`src/rtl/btn_conditioner.sv`:
```
// btn_conditioner: five independent button channels, each with a two-flop
// synchroniser and a debounce FSM. Each channel produces a debounced level
// (dpb) and a one-cycle enable (scen) per accepted press.
module btn_conditioner #(
    parameter int DB_CYCLES = 1_000_000,
    parameter int CNT_W     = 20
) (
    input  logic Clk,
    input  logic reset_n,
    input  logic BtnL_raw,
    input  logic BtnR_raw,
    input  logic BtnU_raw,
    input  logic BtnD_raw,
    input  logic BtnC_raw,
    output logic BtnL_dpb,
    output logic BtnR_dpb,
    output logic BtnU_dpb,
    output logic BtnD_dpb,
    output logic BtnC_dpb,
    output logic BtnL_scen,
    output logic BtnR_scen,
    output logic BtnU_scen,
    output logic BtnD_scen,
    output logic BtnC_scen
);

    // IDLE: released, WQ: qualifying a press, SCEN: one-cycle pulse,
    // HOLD: pressed, WR: qualifying a release.
    typedef enum logic [2:0] {
        IDLE = 3'd0,
        WQ   = 3'd1,
        SCEN = 3'd2,
        HOLD = 3'd3,
        WR   = 3'd4
    } state_t;

    localparam logic [CNT_W-1:0] CNT_LAST = CNT_W'(DB_CYCLES - 1);
    localparam logic [CNT_W-1:0] CNT_ONE  = CNT_W'(1);

    // Channel order: bit 0 = L, 1 = R, 2 = U, 3 = D, 4 = C.
    logic [4:0] raw_w;
    logic [4:0] dpb_w;
    logic [4:0] scen_w;

    assign raw_w = {BtnC_raw, BtnD_raw, BtnU_raw, BtnR_raw, BtnL_raw};

    for (genvar ch = 0; ch < 5; ch++) begin : g_chan
        logic             s1_q;
        logic             s2_q;
        state_t           state_q, state_d;
        logic [CNT_W-1:0] cnt_q, cnt_d;
        logic             scen_q;
        logic             dpb_q;

        // Next-state and counter logic; any stray encoding falls back to IDLE.
        always_comb begin
            // NOTE: defaults first so every path assigns both outputs and no latch is inferred.
            state_d = state_q;
            cnt_d   = cnt_q;
            case (state_q)
                IDLE: begin
                    if (s2_q) begin
                        state_d = WQ;
                        cnt_d   = '0;
                    end
                end
                WQ: begin
                    if (!s2_q)                 state_d = IDLE;
                    else if (cnt_q == CNT_LAST) state_d = SCEN;
                    else                       cnt_d   = cnt_q + CNT_ONE;
                end
                SCEN: state_d = HOLD;
                HOLD: begin
                    if (!s2_q) begin
                        state_d = WR;
                        cnt_d   = '0;
                    end
                end
                WR: begin
                    if (s2_q)                  state_d = HOLD;
                    else if (cnt_q == CNT_LAST) state_d = IDLE;
                    else                       cnt_d   = cnt_q + CNT_ONE;
                end
                default: begin
                    state_d = IDLE;
                    cnt_d   = '0;
                end
            endcase
        end

        // Synchroniser, FSM state, counter and Moore outputs registered together.
        always_ff @(posedge Clk) begin
            // NOTE: non-blocking assignments so every flop samples pre-edge values.
            if (!reset_n) begin
                s1_q    <= 1'b0;
                s2_q    <= 1'b0;
                state_q <= IDLE;
                cnt_q   <= '0;
                scen_q  <= 1'b0;
                dpb_q   <= 1'b0;
            end else begin
                s1_q    <= raw_w[ch];
                s2_q    <= s1_q;
                state_q <= state_d;
                cnt_q   <= cnt_d;
                scen_q  <= (state_d == SCEN);
                dpb_q   <= (state_d inside {SCEN, HOLD, WR});
            end
        end

        assign scen_w[ch] = scen_q;
        assign dpb_w[ch]  = dpb_q;
    end

    assign BtnL_dpb  = dpb_w[0];
    assign BtnR_dpb  = dpb_w[1];
    assign BtnU_dpb  = dpb_w[2];
    assign BtnD_dpb  = dpb_w[3];
    assign BtnC_dpb  = dpb_w[4];
    assign BtnL_scen = scen_w[0];
    assign BtnR_scen = scen_w[1];
    assign BtnU_scen = scen_w[2];
    assign BtnD_scen = scen_w[3];
    assign BtnC_scen = scen_w[4];

endmodule

```
`config.mk`:
```
export PLATFORM = sky130hd
export DESIGN_NAME = btn_conditioner
export DESIGN_NICKNAME = d
export VERILOG_FILES = /design/src/rtl/btn_conditioner.sv
export SDC_FILE = /design/constraint.sdc
export NUM_CORES = 1
export LEC_CHECK = 0
export ABC_CLOCK_PERIOD_IN_PS = 3200
export BUFFER_PORTS_ARGS = -buffer_cell sky130_fd_sc_hd__buf_2
export CAP_MARGIN = 15
export CORE_AREA = 5 5 115 117
export DETAILED_ROUTE_END_ITERATION = 10
export DIE_AREA = 0 0 120 122
export PLACE_DENSITY = 0.72
export SYNTH_ARGS = -nofsm -noshare
export SYNTH_HDL_FRONTEND = slang
export SYNTH_SLANG_ARGS = --single-unit
```
`constraint.sdc`:
```
create_clock -name Clk -period 3.2 [get_ports Clk]
set_clock_uncertainty 0.2 [all_clocks]
set_input_delay 0.8 -clock Clk [delete_from_list [all_inputs] [get_ports Clk]]
set_output_delay 0.8 -clock Clk [all_outputs]
set_load 0.005 [all_outputs]
```
==> reports/metrics.csv <==
stage,metric,value,unit
hold_path,path type of the worst min-delay path,flop to flop,
floorplan,initial cell density of the core,55.1,%
worst_setup_path,Worst EP arrival,2680,ps
sta,number of endpoints failing setup at the final stage,0,
pwr,Pwr per Cell Area,513,mW/mm^2
clock_tree,CTS Root Buffer Type,clkbuf_16,
layout,"leading cell type in the layout, fill and taps excluded",dfxtp_1,
sta,accumulated negative setup slack,0,ps
run_status,run status,finished clean,
job,number of violations of the max-capacitance limit,0,
pwr,Power Total,0.00389,W
grt,Total GRT Usage,19.6,%
place,post-detailed-placement half-perimeter wirelength,9360,um
drt,number of nets with antenna violations after routing,0,
worst_setup_path,kind of cell adding the most delay to the critical path,simple AND/OR/NAND/NOR gates,
worst_setup_path,CP Cell Sequence,nor2_1 -> nand3_1 -> o21ai_1 -> or3_1 -> or4_1 -> a21oi_1,
floorplan,Std-Cell Rows,41,
worst_setup_path,max incr delay on CP,600,ps
clock_tree,Num CTS Buffers,17,
clock_tree,clock sink count,135,
sta,headroom to the max-slew limit,46.3,%
layout,"commonest non-fill, non-tap cells in the layout","dfxtp_1 (135), nor2_1 (109), nand2_1 (64)",
clock_tree,number of H-tree levels,4,
layout,final layout net count,825,
grt,global-route wire length before repair,23600,um
worst_setup_path,kind of end point of the critical path,flop,
yosys,Post-Synthesis Cell Area,0.00676,sq mm
yosys,fraction of synthesis flops using an asynchronous set or reset pin,0,%
pwr,leakage power,2.57,nW
floorplan,overall die area,0.0146,sq mm
worst_setup_path,Crit path buffers/inverters,0,
yosys,count of flip-flops with a built-in enable after synthesis,0,
yosys,dominant cells by area after synthesis,"dfxtp_1 (40%), xnor2_1 (6.5%), nor2_1 (6.1%), xor2_1 (3.9%), nand2_1 (3.6%)",
grt,initial antenna violation count,0,
worst_setup_path,crit path max-delay cell type,or3_1,
clock_tree,Post-CTS Hold Buffers,0,
sta,share of the cycle needed by the critical path after routing,79.0,%
drt,via density per instance,5.79,
place,count of buffers from port buffering,16,
yosys,"Distinct cells, synth",66,
yosys,Post-Synthesis Net Count,818,
yosys,proportion of synthesized chip area in sequential cells,40.0,%
yosys,area fraction of the dominant cell type after synthesis,40.0,%
worst_setup_path,type of origin of the critical path,flop,
sta,Max Slew Vio Count,0,
clock_tree,"Gates resized, CTS repair",0,
sta,worst hold slack across all endpoints,239,ps
worst_setup_path,peak fanout along the critical path,12,
clock_tree,Post-CTS Repair Setup Buffers,0,
drt,Initial DRC Count,311,
floorplan,vertical die dimension,122,um
layout,Area Growth Syn to Fin,12.0,%
pwr,Worst VDD drop,0.000392,V
drt,number of detailed-routing iterations run before antenna repair,6,
floorplan,core area,0.0123,sq mm
yosys,syn avg cell area,8.39,sq um
sta,Final Critical Period,2530,ps
clock_tree,clock network latency to the later pin of the worst-skew pair,430,ps
drt,total detailed-routing wirelength,13400,um
grt,via count of the first global-routing pass,5399,
grt,leftover overflow at the end of global routing,0,
sta,setup repair after global routing missed its margin,false,
yosys,Synth warnings,0,
yosys,Seq cells post-synth,135,
grt,pin count of the biggest net entering global routing,24,
sta,Max Freq,396,MHz
drt,count of unresolved DRC violations after routing,0,
layout,share of cells above drive strength 1,9.44,%
floorplan,IO Pins,17,
sta,number of hold violations in the final report,0,
layout,Antenna Diode Count,0,
clock_tree,deepest clock path buffer count,2,
drt,DR WL/cell,13.7,um
yosys,number of cells produced by synthesis,806,
layout,fill cell instance count of the final layout,1018,
worst_setup_path,critical path class,flop to flop,
clock_tree,TritonCTS clock tree,done,
sta,slew at the pin closest to its max-slew limit,805,ps
floorplan,die span in x,120,um
yosys,Synth area leader,dfxtp_1,
worst_setup_path,"Req. time, crit path",3350,ps
clock_tree,clock transition time at the flip-flop clock pins of the worst setup and hold paths,60,ps
place,final weighted congestion in routability-driven placement,0.879,
drt,total via count in the routed design,5647,
yosys,"Top FF cell, synth",dfxtp_1,
[area by class of cell]
cell class	count	area, sq um	area share (%)
Inverter	17	63.8	0.842
Timing Repair Buffer	26	155	2.05
Multi-Input combinational cell	616	3840	50.7
Sequential cell	135	2700	35.7
Tap cell	150	188	2.48
Clock inverter	13	194	2.56
Clock buffer	19	433	5.71
[worst reg2reg max path: cells and delay by family (launching register included)]
family	cells	cell delay [ps]
compound gates	2	410
flops	1	530
simple gates	4	1310
[cell usage after synthesis, types with 3 or more instances]
cell type / n
or2_2: 3
xor2_1: 30
or4b_1: 3
nand2_1: 64
nor4_1: 26
a21oi_1: 31
mux2i_1: 4
a22oi_1: 3
a21boi_0: 13
nand2b_1: 13
a21o_1: 4
and4_1: 4
buf_2: 10
nor4b_1: 5
or4_1: 7
or3_1: 11
o21bai_1: 3
nand4_1: 28
inv_1: 17
o31ai_1: 5
and2_1: 27
o22ai_1: 3
nand3b_1: 3
or2_1: 3
nor3_1: 14
nand3_1: 46
a2bb2oi_1: 3
and3_1: 18
nor2b_1: 7
xnor2_1: 50
nor3b_1: 10
a211oi_1: 4
ha_1: 5
dfxtp_1: 135
o21ai_0: 16
clkbuf_1: 26
nor2_1: 109
[state kept, by name (all words and copies together), names as in the netlist, 5 cells and up]
register and count:
g_chan.state_q 15, g_chan.s1_q 5, g_chan.cnt_q 100, g_chan.s2_q 5
[cells by family after synthesis]
kind of cell / count (synthesis) / synth area share, %
AOI/OAI and AO/OA: 111 / 11.4
xor gates and xnor gates: 80 / 10.4
adders and majority gates: 5 / 0.925
buffers and inverters: 55 / 3.35
DFF: 135 / 40.0
muxes: 5 / 0.759
and+or+nand+nor: 415 / 33.3
[where the power goes]
group	internal [W]	switching, W	total [W]
clock	0.00131	0.000750	0.00206
combinational	0.0000392	0.0000703	0.000109
sequential	0.00169	0.0000178	0.00171
[layer usage]
layer | share of wire (%) | wire (um) | GRT usage, %
met3 | 4.0 | 534 | 5.57
met2 | 48 | 6440 | 33.0
met1 | 46 | 6170 | 23.4
met5 | 0 | 0 | 0
met4 | 1.7 | 222 | 8.66
[stage by stage]
stage	area (sq um)	std cells	util (%)	setup WS [ps]
floorplan	6760	806	-	970
global placement	6950	944	56.7	794
detailed placement	6950	944	56.7	693
CTS	7580	976	61.8	680
global route	7580	976	61.8	439
finish	7580	976	61.8	672
[path summary, 6_finish.rpt]
path	start	endpoint	slack (ps)	depth (start not counted)
setup reg to reg	g_chan[2].state_q[1]$_SDFF_PN0_	g_chan[2].cnt_q[18]$_SDFFE_PN0P_	670	6
hold / removal	g_chan[0].s1_q$_SDFF_PN0_	g_chan[0].s2_q$_SDFF_PN0_	240	1
hold reg to reg	g_chan[0].s1_q$_SDFF_PN0_	g_chan[0].s2_q$_SDFF_PN0_	240	1
setup / recovery	g_chan[2].state_q[1]$_SDFF_PN0_	g_chan[2].cnt_q[18]$_SDFFE_PN0P_	670	6
(Power assumes the default switching activity.)
